### config.mk
export PLATFORM = sky130hd
export DESIGN_NAME = imem_loader
export DESIGN_NICKNAME = d
export VERILOG_FILES = /design/src/rtl/imem_loader_pkg.sv /design/src/rtl/imem_loader_byte_packer.sv /design/src/rtl/imem_loader.sv
export SDC_FILE = /design/constraint.sdc
export NUM_CORES = 1
export LEC_CHECK = 0
export ABC_CLOCK_PERIOD_IN_PS = 4400
export BUFFER_PORTS_ARGS = -buffer_cell sky130_fd_sc_hd__buf_4
export CORE_MARGIN = 2
export CORE_UTILIZATION = 54
export DETAILED_ROUTE_END_ITERATION = 7
export PLACE_DENSITY_LB_ADDON = 0.1
export SLEW_MARGIN = 20
export SYNTH_ARGS = -nofsm -noshare
export SYNTH_HDL_FRONTEND = slang
export SYNTH_SLANG_ARGS = --single-unit
### constraint.sdc
create_clock -name clk -period 4.4 [get_ports clk]
set_input_delay 0.66 -clock clk [delete_from_list [all_inputs] [get_ports clk]]
set_output_delay 0.66 -clock clk [all_outputs]
set_load 0.03 [all_outputs]
### src/rtl/imem_loader_pkg.sv
// rtl/imem_loader_pkg.sv - shared types and constants for the instruction-memory loader
package imem_loader_pkg;

    typedef enum logic [2:0] {
        LEN_HI,
        LEN_LO,
        DATA,
        CHECK,
        DONE,
        ERR
    } state_t;

    localparam int HDR_BYTES      = 2;
    localparam int BYTES_PER_WORD = 4;

endpackage

### src/rtl/imem_loader_byte_packer.sv
// rtl/imem_loader_byte_packer.sv - packs a byte stream MSB-first into 32-bit words
module byte_packer
    import imem_loader_pkg::*;
(
    input  logic        clk,
    input  logic        reset,
    input  logic        clear,
    input  logic        shift,
    input  logic [7:0]  byte_in,
    output logic        word_full,
    output logic [31:0] packed_word
);

    logic [23:0] hold;
    logic [1:0]  cnt;

    // The 4th byte is presented combinationally so the word is complete in the accepting cycle.
    assign packed_word = {hold, byte_in};
    assign word_full   = shift && (cnt == 2'(BYTES_PER_WORD - 1));

    always_ff @(posedge clk) begin
        if (!reset || clear) begin
            hold <= '0;
            cnt  <= '0;
        end else if (shift) begin
            hold <= {hold[15:0], byte_in};
            cnt  <= cnt + 2'd1;
        end
    end

endmodule

### src/rtl/imem_loader.sv
// rtl/imem_loader.sv - boot loader writing a checksummed byte frame into instruction memory
module imem_loader
    import imem_loader_pkg::*;
#(
    parameter int unsigned MAX_WORDS = 256,
    parameter int unsigned CNT_W     = 16
) (
    input  logic        clk,
    input  logic        reset,
    input  logic        start,
    input  logic        byte_valid,
    input  logic [7:0]  byte_data,
    output logic        byte_ready,
    output logic        imem_we,
    output logic [31:0] imem_addr,
    output logic [31:0] imem_wdata,
    output logic        cpu_rst_n,
    output logic        done,
    output logic        error
);

    localparam int IDX_W = $clog2(MAX_WORDS + 1);

    state_t             state;
    state_t             state_next;
    logic [7:0]         len_hi;
    logic [CNT_W-1:0]   n_words;
    logic [CNT_W-1:0]   len_full;
    logic [IDX_W-1:0]   word_idx;
    logic [7:0]         xor_acc;
    logic               accept;
    logic               rearm;
    logic               shift;
    logic               word_full;
    logic               last_word;
    logic [31:0]        packed_word;

    // Reset gates ready so no byte can be claimed during the reset cycle.
    assign byte_ready = reset && (state == LEN_HI || state == LEN_LO ||
                                  state == DATA   || state == CHECK);
    assign accept     = byte_valid && byte_ready;
    assign rearm      = start && (state == DONE || state == ERR);
    assign shift      = accept && (state == DATA);
    assign len_full   = CNT_W'({len_hi, byte_data});
    assign last_word  = (32'(word_idx) + 32'd1) == 32'(n_words);

    byte_packer u_packer (
        .clk         (clk),
        .reset       (reset),
        .clear       (rearm),
        .shift       (shift),
        .byte_in     (byte_data),
        .word_full   (word_full),
        .packed_word (packed_word)
    );

    always_comb begin
        state_next = state;
        case (state)
            LEN_HI: if (accept) state_next = LEN_LO;
            LEN_LO: begin
                if (accept) begin
                    if (len_full == '0 || 32'(len_full) > MAX_WORDS)
                        state_next = ERR;
                    else
                        state_next = DATA;
                end
            end
            DATA:   if (word_full && last_word) state_next = CHECK;
            CHECK:  if (accept) state_next = (byte_data == xor_acc) ? DONE : ERR;
            DONE:   if (start) state_next = LEN_HI;
            ERR:    if (start) state_next = LEN_HI;
            default: state_next = LEN_HI;
        endcase
    end

    always_ff @(posedge clk) begin
        if (!reset) state <= LEN_HI;
        else        state <= state_next;
    end

    always_ff @(posedge clk) begin
        if (!reset) begin
            len_hi     <= '0;
            n_words    <= '0;
            word_idx   <= '0;
            xor_acc    <= '0;
            imem_we    <= 1'b0;
            imem_addr  <= '0;
            imem_wdata <= '0;
            cpu_rst_n  <= 1'b0;
            done       <= 1'b0;
            error      <= 1'b0;
        end else begin
            imem_we   <= 1'b0;
            // Status flags follow the state being entered, so they move on the deciding edge.
            done      <= (state_next == DONE);
            error     <= (state_next == ERR);
            cpu_rst_n <= (state_next == DONE);

            if (rearm) begin
                word_idx <= '0;
                xor_acc  <= '0;
            end
            if (accept && state == LEN_HI) len_hi  <= byte_data;
            if (accept && state == LEN_LO) n_words <= len_full;
            if (shift) xor_acc <= xor_acc ^ byte_data;
            if (word_full) begin
                imem_we    <= 1'b1;
                imem_addr  <= 32'({word_idx, 2'b00});
                imem_wdata <= packed_word;
                word_idx   <= word_idx + 1'b1;
            end
        end
    end

endmodule
==> results.ini, run 1 <==
[clocking]
cts_tree=built
clock-sinks=114
numCtsBuffers=17
post_cts_buffers=0
holdBufCountCts=0
cts_root_buffer=clkbuf_8
cts_resized=0
clkTransAtPathRegs_ns=0.06
clock_latency_ns=0.51
h-tree-depth=4
clockBufferDepth=2

[hold_path]
holdCritPathClass=primary input to flop
hold_start=byte_data[5]

[logic_synthesis]
synthCells=613
synth.yosys.seq_area_share_pct=45.43
yosysWarnings=0
ys_seq_elements=114
syn_area_sq_um=5024
ys_types=52
synthArstFlopShare_pct=0
synth-edff-count=0
synth_area_per_cell_sq_um=8.195
ys.flop_type=dfxtp_1

[power_and_ir_drop]
ir_drop_mv=0.3008
p_clk_share_pct=55.9
leakage_nw=2.447
power_frac_comb_pct=4.7
p_sw_w=0.0005919
p_total_w=0.002672
p_int_w=0.002080
swShare_pct=22.15
power_frac_seq_pct=39.5
pwr_density_cell_nw_per_um2=449.3

[floorplanning]
die_x_um=100.5
core_sq_um=9153
rows=35
die_h_um=100.5
pin_count=81
die_area_sq_um=10090
start_util_pct=54.89

[drt]
vias_per_cell=5.257
drt_iter0_drc=327
vias=4048
wl_mm=11.03
dr.pass1.iters=5
wl_per_cell_um=14.32
ant_nets=0
drc_errors=0

[worst_setup_path]
cp-startpoint=state[0]$_SDFF_PN0_
cpMaxStageDelayCell=inv_1
r2r_start=state[0]$_SDFF_PN0_
crit_path_end_kind=flop
worstPathArrival_ns=2.92
slowest_delay_ns=0.54
cp.required_ns=4.80
crit_family=buffers and inverters
crit_buf_inv=3
critical_path.max_fanout=56
path_cells=and4bb_1, nand3_2, buf_4, inv_1, buf_4, nand2_1, nand2_1
setup.worst_path.start_class=flop
crit_type=flop to flop

[global_route]
antenna_found_initial=0
grt_pass1_wl_mm=17.95
grt_max_degree=89
grt.total_usage_pct=22.73
grt_overflow=0
grt_pass1_vias=3702

[run]
max_cap_viol_count=0

[sta]
hold_violations=0
finalCriticalPeriod_ns=2.523
rsz0062_at_grt=false
clock.fmax_ghz=0.3963
final-setup-viol-count=0
period_share_pct=57.35
fin_setup_tns_ns=0
maxSlewViolCount=0
clock_skew_ns=0.009696
maxSlewHeadroom_pct=33.75
tightest_slew_ns=0.9938

[finish]
antenna_cells=0
area_growth_pct=18.38
fin_nets=660
final_cells=770
final_layout_size_suffix_gt1_share_pct=15.33

[placement]
dp_hpwl_mm=7.050
globalplace.congestion=0.7773
port_buffers=57
dp_cells=738

[run_status]
status=finished, final reports clean

[power by group through the flow]
stage	combinational (W)	sequential (W)	clock [W]
2_1_floorplan	0.000118	0.00107	0
3_3_place_gp	0.000123	0.00108	0
3_5_place_dp	0.000125	0.00108	0
4_1_cts	0.000125	0.00105	0.00151
5_1_grt	0.000136	0.00106	0.00156
6_report	0.000125	0.00105	0.00149
[stage by stage]
step	util (%)	hold slack [ns]	instance area, sq um	worst slack [ns]
global placement	57.85	0.4427	5295	1.606
CTS	64.98	0.4320	5947	1.860
global route	64.98	0.4401	5947	1.616
finish	64.98	0.4496	5947	1.877
detailed placement	57.85	0.4450	5295	1.590
floorplan	-	0.4316	5106	2.372
[worst register-to-register path, stage by stage, from the launching register on]
cell and delay, ns:
dfxtp_1 0.50, and4bb_1 0.27, nand3_2 0.08, buf_4 0.49, inv_1 0.55, buf_4 0.38, nand2_1 0.10, nand2_1 0.05
[Yosys cell counts (2+ instances only)]
cell type / number / area (sq um)
nand2_1: 182 / 683.2
dfxtp_1: 114 / 2282
a21boi_0: 35 / 262.8
a21oi_1: 33 / 165.2
buf_4: 32 / 240.2
nand3_1: 29 / 145.1
clkbuf_1: 17 / 63.81
nor2_1: 15 / 56.30
nor2b_1: 15 / 93.84
buf_2: 13 / 65.06
xor2_1: 12 / 105.1
mux2i_1: 9 / 90.09
nor3_1: 9 / 45.04
nand2b_1: 8 / 50.05
xnor2_1: 8 / 70.07
and3_1: 7 / 43.79
nor4_1: 7 / 43.79
o211ai_1: 7 / 52.55
o21ai_0: 7 / 35.03
inv_1: 5 / 18.77
and2_1: 3 / 18.77
buf_1: 3 / 11.26
nand3b_1: 3 / 22.52
or3_1: 3 / 18.77
a21boi_1: 2 / 15.01
buf_6: 2 / 22.52
clkbuf_2: 2 / 10.01
ha_1: 2 / 25.02
nor3b_1: 2 / 15.01
nor4_4: 2 / 42.54
o21a_1: 2 / 15.01
o22ai_1: 2 / 12.51
or2_1: 2 / 12.51
[sequential cells by signal, summed over array words and instances, names as in the netlist, 3 cells and up]
register and count:
imem_wdata 32, word_idx 9, state 3, imem_addr 9, n_words 16, xor_acc 8
len_hi 8, u_packer.hold 24
[layer usage]
metal / vias up / share of wire [%] / GRT usage [%]
li1: 2068 / - / -
met1: 1863 / 47 / 30.82
met2: 113 / 46 / 35.52
met3: 4 / 5.7 / 6.588
met4: 0 / 0.61 / 6.322
met5: - / 0 / 0
[placed cells by master, fill, tap and decap left out, types with 4 or more instances in the layout]
cell type | netlist | layout
dfxtp_1 | 114 | 114
xor2_1 | 12 | 12
a21oi_1 | 33 | 33
nor2_1 | 15 | 15
nand3_1 | 29 | 28
nand2b_1 | 8 | 8
buf_4 | 32 | 61
nand2_1 | 182 | 182
and3_1 | 7 | 7
clkbuf_16 | 0 | 16
inv_6 | 0 | 4
mux2i_1 | 9 | 9
conb_1 | 1 | 23
xnor2_1 | 8 | 8
bufinv_16 | 0 | 5
inv_1 | 5 | 5
nor2b_1 | 15 | 15
nor4_1 | 7 | 7
o211ai_1 | 7 | 7
nor3_1 | 9 | 9
a21boi_0 | 35 | 35
o21ai_0 | 7 | 7
[kinds of logic after synthesis]
family | Yosys count | synth area share (%)
flops | 114 | 45.43
other cells | 1 | 0.07465
xor+xnor | 20 | 3.487
compound gates | 98 | 12.73
mux | 9 | 1.793
buf+inv | 74 | 8.593
simple gates | 295 | 27.40
fa+ha+maj | 2 | 0.4981
[layout make-up]
type                    count  area, sq um
fillers                   815         3206
clock inverters            14        224.0
well taps                 111        138.9
flip-flops and latches    114         2282
repair buffers             61        457.9
clock buffers              18        427.9
multi-input cells         447         2397
inverters                   5        18.77
[path summary, 6_finish.rpt]
kind / slack [ns] / depth (start not counted) / end
setup / recovery: 1.88 / 7 / imem_wdata[6]$_SDFFE_PN0P_
hold / removal: 0.45 / 3 / imem_wdata[5]$_SDFFE_PN0P_
setup reg to reg: 1.88 / 7 / imem_wdata[6]$_SDFFE_PN0P_
hold reg to reg: 0.45 / 2 / imem_wdata[20]$_SDFFE_PN0P_
Power figures use the tool's default switching activity.
==> inputs of run 2 (changes only) <==
--- a/config.mk
+++ b/config.mk
@@ -5,7 +5,7 @@
 export SDC_FILE = /design/constraint.sdc
 export NUM_CORES = 1
 export LEC_CHECK = 0
-export ABC_CLOCK_PERIOD_IN_PS = 4400
+export ABC_CLOCK_PERIOD_IN_PS = 2340
 export BUFFER_PORTS_ARGS = -buffer_cell sky130_fd_sc_hd__buf_4
 export CORE_MARGIN = 2
 export CORE_UTILIZATION = 54
==> constraint.sdc (replaced) <==
create_clock -name clk -period 2.34 [get_ports clk]
set_input_delay 0.351 -clock clk [delete_from_list [all_inputs] [get_ports clk]]
set_output_delay 0.351 -clock clk [all_outputs]
set_load 0.03 [all_outputs]
==> results.ini, run 2 (synthesis results as in run 1) <==
[sta]
fin_setup_tns_ns=0
maxSlewViolCount=0
tightest_slew_ns=0.6159
worst_slack_ns=0.3991
maxSlewHeadroom_pct=58.94
hold_violations=0
clock_skew_ns=0.007777
finalCriticalPeriod_ns=1.941
rsz0062_at_grt=false
final-setup-viol-count=0
period_share_pct=82.94
clock.fmax_ghz=0.5152

[global_route]
grt_pass1_wl_mm=18.55
grt.total_usage_pct=23.21
grt_pass1_vias=3813
grt_max_degree=70
antenna_found_initial=0
grt_overflow=0

[floorplanning]
rows=35
die_x_um=100.5
core_sq_um=9153
pin_count=81
die_area_sq_um=10090
die_h_um=100.5
start_util_pct=54.89

[drt]
wl_per_cell_um=14.30
vias_per_cell=5.358
drt_iter0_drc=234
wl_mm=11.10
drc_errors=0
vias=4158
dr.pass1.iters=5
ant_nets=0

[placement]
globalplace.congestion=0.8286
dp_slack_ns=0.3937
port_buffers=57
dp_hpwl_mm=7.322

[finish]
final_layout_size_suffix_gt1_share_pct=16.09
fin_nets=666
final_common_cell=nand2_1
final_cell_mix=nand2_1, dfxtp_1, buf_4
largest_register_ffs=32
top_regs=imem_wdata: 32 flops, u_packer.hold: 24 flops, n_words: 16 flops
area_growth_pct=18.58
antenna_cells=0
top_register=imem_wdata

[power_and_ir_drop]
p_clk_share_pct=54.2
swShare_pct=23.72
ir_drop_mv=0.4869
leakage_nw=2.460
p_sw_w=0.001149
p_int_w=0.003695
pwr_density_cell_nw_per_um2=813.3
power_frac_seq_pct=40.9
power_frac_comb_pct=4.9

[worst_setup_path]
critical_path.max_fanout=14
worstReg2RegEnd=error$_SDFF_PN0_
setup.worst_path.start_class=flop
slowest_delay_ns=0.64
cp.required_ns=2.75
crit_family=flip-flops
reg2reg_slack_ns=0.40
path_cells=nor3b_1, nor4_1, a31o_2, o41ai_1, a41oi_1, nor2_1
crit_type=flop to flop
crit_path_end_kind=flop
r2r_start=state[1]$_SDFF_PN0_
reg2reg_depth=6
worstPathArrival_ns=2.35
cpMaxStageDelayCell=dfxtp_1
crit_buf_inv=0

[clocking]
numCtsBuffers=17
clock_latency_ns=0.52
clkTransAtPathRegs_ns=0.06
h-tree-depth=4
holdBufCountCts=0
cts_root_buffer=clkbuf_8
cts_tree=built
clockBufferDepth=2
clock-sinks=114
cts_resized=0
post_cts_buffers=0

[hold_path]
hold_start=byte_data[4]
holdCritPathClass=primary input to flop
whs_endpoint=imem_wdata[4]$_SDFFE_PN0P_
hold_depth=3

[run]
max_cap_viol_count=0

[run_status]
status=finished, final reports clean

## run 2: final cells by class
type	instances	area [sq um]
Fill cell	815	3196
Multi-Input combinational cell	447	2397
Sequential cell	114	2282
Timing Repair Buffer	67	515.5
Clock buffer	18	427.9
Clock inverter	14	176.4
Tap cell	111	138.9
Inverter	5	18.77
## run 2: worst register-to-register path: cells and delay by family, from the launching register on
kind / cells / cell delay [ns]
AOI/OAI and AO/OA: 3 / 0.56
and+or+nand+nor: 3 / 0.64
DFF: 1 / 0.64
## run 2: how the worst max path moves through the flow
stage                        startpoint                        to  cells past startpoint
6_report            state[1]$_SDFF_PN0_          error$_SDFF_PN0_                      6
5_1_grt        word_idx[0]$_SDFFE_PN0P_       state[0]$_SDFF_PN0_                      7
4_1_cts        word_idx[0]$_SDFFE_PN0P_       state[0]$_SDFF_PN0_                      7
3_5_place_dp                      reset  word_idx[2]$_SDFFE_PN0P_                      7
3_3_place_gp                      reset  word_idx[2]$_SDFFE_PN0P_                      7
2_1_floorplan              byte_data[1]           done$_SDFF_PN0_                      7
## run 2: per-stage QoR
stage	hold WS (ns)	util [%]	cells	instance area [sq um]	power, W
finish	0.1070	65.09	776	5957	0.004845
global route	0.1377	65.09	776	5957	0.004990
CTS	0.09113	65.09	776	5957	0.004874
detailed placement	0.4472	58.48	744	5353	0.002257
global placement	0.4452	58.48	744	5353	0.002255
floorplan	0.4316	-	635	5106	0.002238
## run 2: power groups by stage
| stage | clock network (W) | logic, W | registers, W |
|---|---|---|---|
| after CTS | 0.00266 | 0.000236 | 0.00198 |
| final | 0.00263 | 0.000238 | 0.00198 |
| after global routing | 0.00275 | 0.000258 | 0.00198 |
| after detailed placement | 0 | 0.000234 | 0.00202 |
| after global placement | 0 | 0.000232 | 0.00202 |
| after floorplan | 0 | 0.000222 | 0.00202 |
## run 2: layer usage
layer	up-vias	global-route usage [%]	routed length, um
met5	-	0	0
met2	124	36.96	5220
li1	2063	-	-
met1	1951	31.17	5232
met3	20	5.201	484
met4	0	8.114	158
==> inputs of run 3 (changes only) <==
--- a/config.mk
+++ b/config.mk
@@ -5,7 +5,7 @@
 export SDC_FILE = /design/constraint.sdc
 export NUM_CORES = 1
 export LEC_CHECK = 0
-export ABC_CLOCK_PERIOD_IN_PS = 2340
+export ABC_CLOCK_PERIOD_IN_PS = 2000
 export BUFFER_PORTS_ARGS = -buffer_cell sky130_fd_sc_hd__buf_4
 export CORE_MARGIN = 2
 export CORE_UTILIZATION = 54
==> constraint.sdc (replaced) <==
create_clock -name clk -period 2 [get_ports clk]
set_input_delay 0.3 -clock clk [delete_from_list [all_inputs] [get_ports clk]]
set_output_delay 0.3 -clock clk [all_outputs]
set_load 0.03 [all_outputs]
==> results.ini, run 3 (synthesis results as in run 1) <==
[clocking]
numCtsBuffers=17
cts_tree=built
post_cts_buffers=0
clock_latency_ns=0.52
holdBufCountCts=0
h-tree-depth=4
clockBufferDepth=2
cts_resized=0
cts_root_buffer=clkbuf_8
clkTransAtPathRegs_ns=0.06
clock-sinks=114

[sta]
clock_skew_ns=0.006875
maxSlewHeadroom_pct=61.12
clock.fmax_ghz=0.5476
final-setup-viol-count=0
hold_violations=0
fin_hold_ws_ns=0.06008
tightest_slew_ns=0.5832
rsz0062_at_grt=false
period_share_pct=91.31
maxSlewViolCount=0
fin_setup_tns_ns=0
worst_slack_ns=0.1739
finalCriticalPeriod_ns=1.826

[worst_setup_path]
reg2reg_depth=7
slowest_delay_ns=0.42
crit_path_end_kind=flop
critical_path.max_fanout=6
path_cells=ha_2, inv_1, nor3_1, o22ai_1, a2111oi_1, a41oi_1, nor2_1
cp.required_ns=2.46
setup.worst_path.start_class=flop
worstReg2RegEnd=error$_SDFF_PN0_
crit_type=flop to flop
worstPathArrival_ns=2.28
cpMaxStageDelayCell=a2111oi_1
r2r_start=word_idx[1]$_SDFFE_PN0P_
reg2reg_slack_ns=0.17

[finish]
largest_register_ffs=32
multi_input_area_sq_um=2405
antenna_cells=0
area_growth_pct=20.35
top_regs=imem_wdata: 32 flops, u_packer.hold: 24 flops, n_words: 16 flops
seq_area_sq_um=2283
fin_nets=675
final_layout_size_suffix_gt1_share_pct=17.66
final_cell_mix=nand2_1, dfxtp_1, buf_4
final.fill_count=771
final_common_cell=nand2_1
top_register=imem_wdata

[drt]
wl_per_cell_um=14.55
dr.pass1.iters=4
vias=4145
vias_per_cell=5.280
drc_errors=0
wl_mm=11.42
drt_iter0_drc=203
ant_nets=0

[placement]
dp_hpwl_mm=7.743
port_buffers=57
dp_slack_ns=0.1182
globalplace.congestion=0.8928

[power_and_ir_drop]
power_frac_seq_pct=39.9
swShare_pct=23.05
p_int_w=0.004459
leakage_nw=2.509
power_frac_comb_pct=5.0
pwr_density_cell_nw_per_um2=958.4
ir_drop_mv=0.5598
p_clk_share_pct=55.1
p_total_w=0.005794
p_sw_w=0.001336

[run]
max_cap_viol_count=0

[global_route]
use_met2_pct=35.98
grt_use_met1_pct=32.59
grt_max_degree=53
top_usage_layer=met2
antenna_found_initial=0
grt_pass1_vias=3829
grt_pass1_wl_mm=18.84
grt_overflow=0
grt.total_usage_pct=23.70
use_met3_pct=6.311

[hold_path]
hold_depth=3
hold_start=byte_data[5]
holdCritPathClass=primary input to flop
whs_endpoint=imem_wdata[5]$_SDFFE_PN0P_

[run_status]
status=finished, final reports clean

[floorplanning]
die_area_sq_um=10090
start_util_pct=54.89
pin_count=81
die_x_um=100.5
die_h_um=100.5
rows=35
core_sq_um=9153

==> run 3: cell types whose count changed in the layout (fill, tap and decap cells not counted) <==
cell,change
ha_2,+1
dfxtp_1,-1
clkinv_2,-1
o31ai_2,+1
buf_4,+10
dfxtp_2,+1
ha_1,-1
o31ai_1,-1
buf_12,-1
bufinv_16,+1
==> run 3: worst max-delay path by stage <==
stage,start,to,cells past startpoint,slack [ns]
global route,word_idx[1]$_SDFFE_PN0P_,state[0]$_SDFF_PN0_,7,0.02
floorplan,word_idx[0]$_SDFFE_PN0P_,error$_SDFF_PN0_,7,0.33
finish,word_idx[1]$_SDFFE_PN0P_,error$_SDFF_PN0_,7,0.17
global placement,word_idx[1]$_SDFFE_PN0P_,error$_SDFF_PN0_,7,0.21
CTS,word_idx[1]$_SDFFE_PN0P_,error$_SDFF_PN0_,7,0.09
detailed placement,byte_valid,word_idx[4]$_SDFFE_PN0P_,7,0.12
==> run 3: routing by layer <==
layer | wire length, um | vias up
met5 | 0 | -
met4 | 181 | 0
met3 | 593 | 20
met2 | 5191 | 116
met1 | 5457 | 1922
li1 | - | 2087
==> run 3: final cells by class <==
type	count	area share, %
sequential	114	37.77
clock inverter	14	3.332
clock buffer	18	7.078
multi-input combinational	447	39.78
timing repair buffer	76	9.437
tap	111	2.297
inverter	5	0.3104
==> run 3: metrics by stage <==
stage / instances / cell area [sq um] / utilization, %
final: 785 / 6046 / 66.06
after global routing: 785 / 6046 / 66.06
after CTS: 785 / 6037 / 65.96
after detailed placement: 753 / 5408 / 59.08
after global placement: 753 / 5408 / 59.08
after floorplan: 635 / 5106 / -
==> run 3: critical path, delay by kind of cell (launching register included) <==
family                   cells  cell delay (ns)
AO/OA/AOI/OAI                3             0.72
AND/OR/NAND/NOR              2             0.28
flip-flops                   1             0.39
adder cells (fa/ha/maj)      1             0.27
buffers and inverters        1             0.12
==> run 3: power by group through the flow <==
stage	logic [W]	clock network, W	registers [W]
finish	0.000292	0.00319	0.00231
global route	0.000317	0.00333	0.00231
CTS	0.000291	0.00321	0.00231
detailed placement	0.000289	0	0.00236
global placement	0.000286	0	0.00236
floorplan	0.000259	0	0.00236
